--- src/rtl/bytecode_pkg.sv ---
// Opcode constants, fetch FSM state type and opcode-class helpers shared by the bytecode fetch unit.
// The supported-opcode list is consulted only when FETCH_ILLEGAL_EN is defined.
package bytecode_pkg;

    localparam logic [7:0] OP_NOP      = 8'h00;
    localparam logic [7:0] OP_BIPUSH   = 8'h10;
    localparam logic [7:0] OP_SIPUSH   = 8'h11;
    localparam logic [7:0] OP_LDC      = 8'h12;
    localparam logic [7:0] OP_ILOAD    = 8'h15;
    localparam logic [7:0] OP_ISTORE   = 8'h36;
    localparam logic [7:0] OP_IINC     = 8'h84;
    localparam logic [7:0] OP_IFEQ     = 8'h99;
    localparam logic [7:0] OP_IF_LAST  = 8'hA6;
    localparam logic [7:0] OP_GOTO     = 8'hA7;
    localparam logic [7:0] OP_IRETURN  = 8'hAC;
    localparam logic [7:0] OP_ARETURN  = 8'hB0;
    localparam logic [7:0] OP_RETURN   = 8'hB1;
    localparam logic [7:0] OP_NEWARRAY = 8'hBC;

    typedef enum logic [2:0] {
        IDLE   = 3'd0,
        OP_REQ = 3'd1,
        OP_CAP = 3'd2,
        A1_CAP = 3'd3,
        A2_CAP = 3'd4,
        ISSUE  = 3'd5,
        HALT   = 3'd6
    } fetch_state_t;

    function automatic logic op_is_return(input logic [7:0] op);
        return (op == OP_IRETURN) || (op == OP_ARETURN) || (op == OP_RETURN);
    endfunction

    // Conditional branches plus GOTO; all carry a signed 16-bit offset.
    function automatic logic op_is_branch(input logic [7:0] op);
        return (op >= OP_IFEQ) && (op <= OP_GOTO);
    endfunction

    function automatic logic op_is_supported(input logic [7:0] op);
        logic ok;
        ok = 1'b0;
        case (op) inside
            8'h00, [8'h02:8'h08], 8'h10, 8'h11, 8'h12, 8'h15,
            [8'h1A:8'h1D], 8'h36, [8'h3B:8'h3E], 8'h57, 8'h59,
            8'h60, 8'h64, 8'h68, 8'h84, [8'h99:8'hA7],
            8'hAC, 8'hB0, 8'hB1, 8'hBC: ok = 1'b1;
            default: ok = 1'b0;
        endcase
        return ok;
    endfunction

endpackage

--- src/rtl/bytecode_len.sv ---
// Combinational opcode classifier: operand count and branch/return/legality flags.
// With FETCH_ILLEGAL_EN defined, is_legal reflects the supported list; otherwise it is always 1.
module bytecode_len
    import bytecode_pkg::*;
(
    input  logic [7:0] op,
    output logic [1:0] argc,
    output logic       is_branch,
    output logic       is_goto,
    output logic       is_return,
    output logic       is_legal
);

    // Operand byte count per opcode; anything unknown is a bare opcode.
    always_comb begin
        argc = 2'd0;
        case (op) inside
            OP_SIPUSH, OP_IINC, [OP_IFEQ:OP_GOTO]:                 argc = 2'd2;
            OP_BIPUSH, OP_LDC, OP_ILOAD, OP_ISTORE, OP_NEWARRAY:   argc = 2'd1;
            default:                                               argc = 2'd0;
        endcase
    end

    assign is_branch = op_is_branch(op);
    assign is_goto   = (op == OP_GOTO);
    assign is_return = op_is_return(op);
`ifdef FETCH_ILLEGAL_EN
    assign is_legal  = op_is_supported(op);
`else
    assign is_legal  = 1'b1;
`endif

endmodule

--- src/rtl/bytecode_fetch.sv ---
// Bytecode fetch unit: reads opcode and operand bytes from synchronous program memory,
// presents each instruction over valid/ready and redirects on branches. Optional: FETCH_ILLEGAL_EN.
module bytecode_fetch
    import bytecode_pkg::*;
#(
    parameter int ADDR_W = 12
) (
    input  logic              clk,
    input  logic              rst_n,
    input  logic              start,
    input  logic [ADDR_W-1:0] start_addr,
    output logic              mem_rd,
    output logic [ADDR_W-1:0] mem_addr,
    input  logic [7:0]        mem_data,
    output logic              instr_valid,
    input  logic              instr_ready,
    output logic [7:0]        opcode,
    output logic [15:0]       arg,
    output logic [ADDR_W-1:0] instr_pc,
    input  logic              branch_taken,
    output logic              busy,
    output logic              halted,
    output logic              illegal
);

    fetch_state_t      state_q, state_d;
    logic [ADDR_W-1:0] pc_q, pc_d;
    logic [ADDR_W-1:0] instr_pc_q, instr_pc_d;
    logic [7:0]        opcode_q, opcode_d;
    logic [15:0]       arg_q, arg_d;
    logic              illegal_q, illegal_d;

    logic [7:0]        dec_op_s;
    logic [1:0]        argc_s;
    logic              is_branch_s, is_goto_s, is_return_s, is_legal_s;
    logic              mem_rd_s;
    logic [ADDR_W-1:0] mem_addr_s;
    logic [ADDR_W-1:0] len_s, target_s;

    // Opcode byte arrives on mem_data during OP_CAP; afterwards it is held in opcode_q.
    assign dec_op_s = (state_q == OP_CAP) ? mem_data : opcode_q;

    bytecode_len u_len (
        .op        (dec_op_s),
        .argc      (argc_s),
        .is_branch (is_branch_s),
        .is_goto   (is_goto_s),
        .is_return (is_return_s),
        .is_legal  (is_legal_s)
    );

    assign len_s    = ADDR_W'(argc_s) + ADDR_W'(1'b1);
    assign target_s = instr_pc_q + ADDR_W'(signed'(arg_q));

    // Next-state, memory request and instruction-latch logic.
    always_comb begin
        state_d    = state_q;
        pc_d       = pc_q;
        instr_pc_d = instr_pc_q;
        opcode_d   = opcode_q;
        arg_d      = arg_q;
        illegal_d  = illegal_q;
        mem_rd_s   = 1'b0;
        mem_addr_s = '0;
        case (state_q)
            IDLE, HALT: begin
                if (start) begin
                    pc_d      = start_addr;
                    illegal_d = 1'b0;
                    state_d   = OP_REQ;
                end else begin
                    state_d   = state_q;
                end
            end
            OP_REQ: begin
                mem_rd_s   = 1'b1;
                mem_addr_s = pc_q;
                state_d    = OP_CAP;
            end
            OP_CAP: begin
                opcode_d   = mem_data;
                instr_pc_d = pc_q;
                arg_d      = 16'h0000;
                if (!is_legal_s) begin
                    illegal_d = 1'b1;
                    state_d   = HALT;
                end else if (argc_s != 2'd0) begin
                    mem_rd_s   = 1'b1;
                    mem_addr_s = pc_q + ADDR_W'(1'b1);
                    state_d    = A1_CAP;
                end else begin
                    state_d = ISSUE;
                end
            end
            A1_CAP: begin
                arg_d = {8'h00, mem_data};
                if (argc_s == 2'd2) begin
                    mem_rd_s   = 1'b1;
                    mem_addr_s = pc_q + ADDR_W'(2'd2);
                    state_d    = A2_CAP;
                end else begin
                    state_d = ISSUE;
                end
            end
            A2_CAP: begin
                arg_d   = {arg_q[7:0], mem_data};
                state_d = ISSUE;
            end
            ISSUE: begin
                if (instr_ready) begin
                    if (is_return_s) begin
                        state_d = HALT;
                    end else if (is_goto_s || (is_branch_s && branch_taken)) begin
                        pc_d    = target_s;
                        state_d = OP_REQ;
                    end else begin
                        pc_d    = instr_pc_q + len_s;
                        state_d = OP_REQ;
                    end
                end else begin
                    state_d = ISSUE;
                end
            end
            default: state_d = IDLE;
        endcase
    end

    // State and datapath registers.
    always_ff @(posedge clk or negedge rst_n) begin
        if (!rst_n) begin
            state_q    <= IDLE;
            pc_q       <= '0;
            instr_pc_q <= '0;
            opcode_q   <= 8'h00;
            arg_q      <= 16'h0000;
            illegal_q  <= 1'b0;
        end else begin
            state_q    <= state_d;
            pc_q       <= pc_d;
            instr_pc_q <= instr_pc_d;
            opcode_q   <= opcode_d;
            arg_q      <= arg_d;
            illegal_q  <= illegal_d;
        end
    end

    assign mem_rd      = mem_rd_s;
    assign mem_addr    = mem_addr_s;
    assign instr_valid = (state_q == ISSUE);
    assign busy        = (state_q != IDLE) && (state_q != HALT);
    assign halted      = (state_q == HALT);
    assign illegal     = illegal_q;
    assign opcode      = opcode_q;
    assign arg         = arg_q;
    assign instr_pc    = instr_pc_q;

endmodule

--- config.mk ---
export PLATFORM = sky130hd
export DESIGN_NAME = bytecode_fetch
export DESIGN_NICKNAME = d
export VERILOG_FILES = /design/src/rtl/bytecode_pkg.sv /design/src/rtl/bytecode_len.sv /design/src/rtl/bytecode_fetch.sv
export SDC_FILE = /design/constraint.sdc
export NUM_CORES = 1
export LEC_CHECK = 0
export CAP_MARGIN = 20
export CORE_MARGIN = 1.5
export CORE_UTILIZATION = 40
export CTS_CLUSTER_DIAMETER = 80
export DETAILED_ROUTE_END_ITERATION = 10
export SLEW_MARGIN = 20
export SYNTH_ARGS = -nofsm -noshare
export SYNTH_HDL_FRONTEND = slang
export SYNTH_SLANG_ARGS = --single-unit
export TNS_END_PERCENT = 100
--- constraint.sdc ---
create_clock -name clk -period 7.91 [get_ports clk]
set_clock_uncertainty 0.05 [all_clocks]
set_input_delay 1.9775 -clock clk [delete_from_list [all_inputs] [get_ports clk]]
set_output_delay 1.9775 -clock clk [all_outputs]
set_load 0.03 [all_outputs]
After elaboration in Yosys (flattened, before gate mapping)
Index checks and enable logic that the tools add are counted.
{ "op_classes": {"muxes": 21, "order_cmp": 2, "div": 0, "bitwise_logic": 0, "reduce_logical": 15, "n_addsub": 5, "n_eq_ne": 22, "multipliers": 0, "shifts": 0} }
{ "ops": {"columns": ["cell", "count"], "rows": [
  ["$mux 12", 6],
  ["$eq 8x8->1 const B", 6],
  ["$pmux 16 s3", 1],
  ["$pmux 12 s3", 1],
  ["$eq 8x5->1 const B", 4],
  ["$pmux 12 s2", 1],
  ["$pmux 3 s6", 1],
  ["$add 12x1->12 const B", 1],
  ["$add 12x12->12", 1],
  ["$add 12x2->12 const B", 1],
  ["$add 12x3->12", 1],
  ["$mux 3", 4],
  ["$eq 3x3->1 const B", 3],
  ["$eq 8x6->1 const B", 1],
  ["$ge 8x8->1 const B", 1],
  ["$le 8x8->1 const B", 1],
  ["$mux 8", 1],
  ["$eq 3x2->1 const B", 2],
  ["$reduce_bool 3->1", 2],
  ["$reduce_or 5->1", 1],
  ["$mux 1", 4],
  ["$ne 2x2->1 const B", 2],
  ["$reduce_and 4->1", 1],
  ["$reduce_bool 2->1", 2],
  ["12 further kinds", 16]
]} }
{ "word_totals": {"ff_bits": 51, "latchBits": 0, "rom_bits": 0, "elab_cells": 70, "mem_count": 0, "ramBits": 0, "inputBits": 25} }

Longest topological paths before layout
Gate-level depths: netlist of run 1.
{ "logic_depth": {"word_depth": 12, "ltp_mapped": 19} }

Hierarchy
Synthesis of run 1 repeated with hierarchy kept, for this count alone.
{ "hier_totals": {"cells_unflattened": 467, "hier_area_um2": 3895.0} }
{ "modules_own_cells": {"columns": ["mod", "cells_per_inst", "area_per_inst_um2", "n_inst"], "rows": [
  ["bytecode_fetch", 436, 3684.8, 1],
  ["bytecode_len", 31, 210.2, 1]
]} }

Least setup slack after synthesis of run 1
Ideal clock, no wire load.
{ "synth_path": {"path_type": "input-to-output", "startpoint": "input port mem_data[6]", "endpoint": "output port mem_addr[8]", "arrival_ps": 4399, "path_stages": 7, "setup_slack_ps": 1483, "path_buffers": 0, "t_required_ps": 5883, "path_cell_list": "nor4b_1 nand2_1 o41ai_1 a21o_1 nor4b_4 o32a_1 o31ai_1"} }
{ "synth_between": {"elab_chain_cells": 8, "elab_cells_between_ends": 20, "classes_between": "order compare: 2; eq/ne: 8; mux: 6; reduce/logical: 4"} }
{ "synth_lines": {"columns": ["item", "line_no", "text"], "rows": [
  ["start, declared", "bytecode_fetch.sv:14", "input logic [7:0] mem_data,"],
  ["$mux 8 *", null, null],
  ["$ge 8x8->1, or another cell as far along", null, null],
  ["$logic_and 1x1->1 (no line) / $reduce_or 5->1 (equally long branches)", null, null],
  ["$reduce_or 3->1 / $mux 1 (equally long branches)", "bytecode_len.sv:17", "case (op) inside"],
  ["$mux 2 *", "bytecode_len.sv:17", null],
  ["$eq 2x2->1 / $reduce_bool 2->1 (equally long branches)", "bytecode_fetch.sv:97, bytecode_fetch.sv:87", null],
  ["$mux 12 (on tied branches)", "bytecode_fetch.sv:97, bytecode_fetch.sv:87", null],
  ["$pmux 12 s3 *", "bytecode_fetch.sv:65", "case (state_q)"],
  ["end, declared", "bytecode_fetch.sv:13", "output logic [ADDR_W-1:0] mem_addr,"]
]} }
Mark *: on every way between the ends. The rest lies on a longest branch, timed or not.

Worst setup path in the final report of run 1
{ "layout_path": {"startpoint": "input port mem_data[6]", "endpoint": "output port mem_addr[7]"} }
Same word-level chain as after synthesis.

==> flow_summary.yaml, run 1 <==
status:
  status: "complete, no violations"
grt:
  first_global_vias: 3799
  global_route.usage.total_pct: 23.59
  maximum_number_of_pins_on_one_net_before_global_route_repair: 52
  grt.met2_usage_pct: 34.96
  first_pass_grt_wire_length_um: 20550
  antenna_found_initial: 0
  met1_usage_pct: 36.18
  busiest_layer: "met1"
  overflow: 0
  use_met3_pct: 2.569
clock_network:
  postCtsSetupRepairBufs: 0
  cts_tree: "yes"
  clockBufferDepth: 2
  cts_htree_levels: 2
  cts.sink_count: 51
  cts_buffers: 5
  path_clk_slew_ps: 100
  cts_repair_resize_count: 0
  clock_insertion_delay_worst_skew_ps: 310
  cts.hold.buffers_added: 0
  cts_root_buffer: "clkbuf_8"
route:
  drt_drc_violations_left: 0
  drt_iter0_markers: 206
  detailedRoute.firstPassIterationCount: 5
  totalWireLength_um: 12340
  detailroute.via_count: 3989
  drt-vias-per-instance: 5.634
  drt.antenna.violating_nets: 0
  route.detailed.wl_per_inst_um: 17.43
placed_design:
  dpl.cell_count: 700
  place_congestion: 0.8825
  io_port_bufs: 76
  post-dp-hpwl_um: 9364
floorplanning:
  rows: 36
  die_area_mm2: 0.01079
  die_width_um: 103.9
  core-area_mm2: 0.009819
  starting_density_of_the_core_pct: 41.45
  top_level_ports: 78
  die_h_um: 103.9
final_layout:
  antennaDiodeCount: 0
  drive_gt1_share_pct: 6.609
  finalNetCount: 616
  fillCellCount: 993
  layoutNonFillerInstCount: 708
  area_growth_syn_to_layout_pct: 23.64
sta:
  worst_pin_slew_ps: 796.8
  hold_violations: 0
  period_minus_slack_ps: 7312
  max_clock_freq_ghz: 0.1368
  slew_viol_final: 0
  slew_headroom_pct: 46.77
  rsz0062_at_grt: "false"
  setup_violations: 0
  totalNegativeSetupSlack_ps: 0
  timing.final.crit_share_pct: 92.43
setup_path:
  critPathKind: "primary input to output port"
  cp-end-kind: "output port"
  worst-endpoint-required_ps: 5880
  timing.reg2reg.setup_slack_ps: 3440
  critical_path.reg2reg.endpoint: "pc_q[11]"
  worst_r2r_start: "state_q[0]"
  rr_worst_depth: 15
  worst-path-max-fanout: 6
  critical_path_arrival_ps: 5280
  startpoint_type: "primary input"
yosys:
  synth_largest_area_cell: "dfrtp_1"
  synth.cells.most_frequent: "nand2_1 (108), dfrtp_1 (51), o21ai_0 (41)"
  syn-num-nets: 552
  syn_inst: 510
  register_area_share_after_synthesis_pct: 31.36
  synth_ff_type: "dfrtp_1"
  yosys.cell_count.top_type: "nand2_1"
  postSynth.asyncResetShare_pct: 100.0
  synth_enable_flop_cells: 0
  ys_seq_elements: 51
  synthDominantCellAreaShare_pct: 31.36
  ys_top_cells_by_area: "dfrtp_1 (31%), nand2_1 (10%), o21ai_0 (5.0%)"
  synth.lib_cells_used.distinct: 65
  synth_warnings: 0
  syn_avg_cell_area_um2: 7.981
  syn_area_mm2: 0.004070
min_path:
  holdCritStartpoint: "arg[13]"
  hold_path_depth: 2
  hold-path-endpoint: "arg[13]"
  hold_path.class: "flop to flop"
pwr:
  leakage_nw: 2.143
  peak_vdd_ir_uv: 253.3
  pwrdens_mw_per_mm2: 444.9
run:
  max_cap_viol_count: 0
## placed cells by master, fill, tap and decap left out, types with 3 or more instances in the layout
| master | n |
|---|---|
| inv_1 | 19 |
| nor3_1 | 15 |
| nor2_1 | 25 |
| nor2b_1 | 16 |
| buf_4 | 8 |
| nor4b_1 | 4 |
| o221ai_1 | 4 |
| clkdlybuf4s50_1 | 75 |
| mux2i_1 | 20 |
| o211ai_1 | 3 |
| or3_1 | 4 |
| a21o_1 | 3 |
| nand4_1 | 5 |
| xor2_1 | 9 |
| a31oi_1 | 12 |
| nand2b_1 | 4 |
| a21oi_1 | 24 |
| and3b_1 | 3 |
| o21ai_0 | 41 |
| a221oi_1 | 8 |
| mux2_2 | 9 |
| and3_1 | 3 |
| o31ai_1 | 4 |
| clkbuf_8 | 7 |
| dfrtp_1 | 51 |
| nand3_1 | 15 |
| xnor2_1 | 11 |
| ha_1 | 15 |
| nor3b_1 | 4 |
| nand2_1 | 108 |
## registers in the layout, summed over array words and instances, names as in the netlist
name / flops
state_q: 3
pc_q: 12
arg: 16
instr_pc: 12
opcode: 8
## where the power goes
group	switching, W	leakage (nW)	internal, W
clock network	0.0000920	0.0505	0.0000799
registers	0.000220	0.628	0.000382
logic	0.000858	1.46	0.000607
total	0.00117	2.14	0.00107
## critical path, stage by stage
cell and delay, ps:
clkdlybuf4s50_1 490, nor4b_1 300, buf_4 190, nand2_1 50, o41ai_1 370, a21o_1 280
nor2_1 150, o22ai_1 470, o221ai_1 210, o21ai_1 110, clkdlybuf4s50_1 680
## per-layer routing
metal / routed length (um) / part of all wire [%]
met3: 569 / 4.6
met4: 250 / 2.0
met2: 5352 / 43
met1: 6164 / 50
met5: 0 / 0
## worst max-delay path by stage
stage / start / endpoint / slack [ps] / cells after the start
4_1_cts: mem_data[6] / mem_addr[7] / 600 / 11
3_3_place_gp: mem_data[3] / mem_addr[11] / 620 / 10
5_1_grt: mem_data[6] / mem_addr[6] / 260 / 11
6_report: mem_data[6] / mem_addr[7] / 600 / 11
2_1_floorplan: mem_data[6] / mem_addr[8] / 1480 / 7
3_5_place_dp: mem_data[6] / mem_addr[11] / 650 / 11
## cells by family (layout without fill, tap and decap cells)
family | count (synthesis) | in the layout | share of synthesized area, %
simple gates | 216 | 216 | 25.36
compound gates | 126 | 126 | 20.14
flops | 51 | 51 | 31.36
buf+inv | 49 | 114 | 5.195
mux | 30 | 30 | 7.962
xor+xnor | 20 | 20 | 4.304
fa+ha+maj | 17 | 17 | 5.595
other cells | 1 | 1 | 0.09213
## stage by stage
step	utilization (%)	cell area [um^2]	total power [W]	setup WS, ps	hold slack, ps
floorplan	-	4070	0.001555	1483	433.7
global placement	50.19	4928	0.002058	615.3	432.0
detailed placement	50.19	4928	0.002064	648.3	440.5
CTS	51.25	5032	0.002244	601.7	468.8
global route	51.25	5032	0.002426	255.8	527.9
finish	51.25	5032	0.002239	598.5	463.0
## layout make-up
| class | count | area, um^2 | share of cell area (%) |
|---|---|---|---|
| Clock buffer | 7 | 96.34 | 1.914 |
| Clock inverter | 1 | 7.507 | 0.1492 |
| Multi-Input combinational cell | 410 | 2587 | 51.42 |
| Sequential cell | 51 | 1276 | 25.36 |
| Inverter | 22 | 82.58 | 1.641 |
| Timing Repair Buffer | 84 | 815.8 | 16.21 |
| Tap cell | 133 | 166.4 | 3.307 |
(Power assumes the default switching activity.)
==> inputs of run 2 (changes only) <==
CTS_CLUSTER_DIAMETER = 50   (was 80)
==> results of run 2 <==
Same layout as run 1: the final DEF is identical, and so are final timing and power.
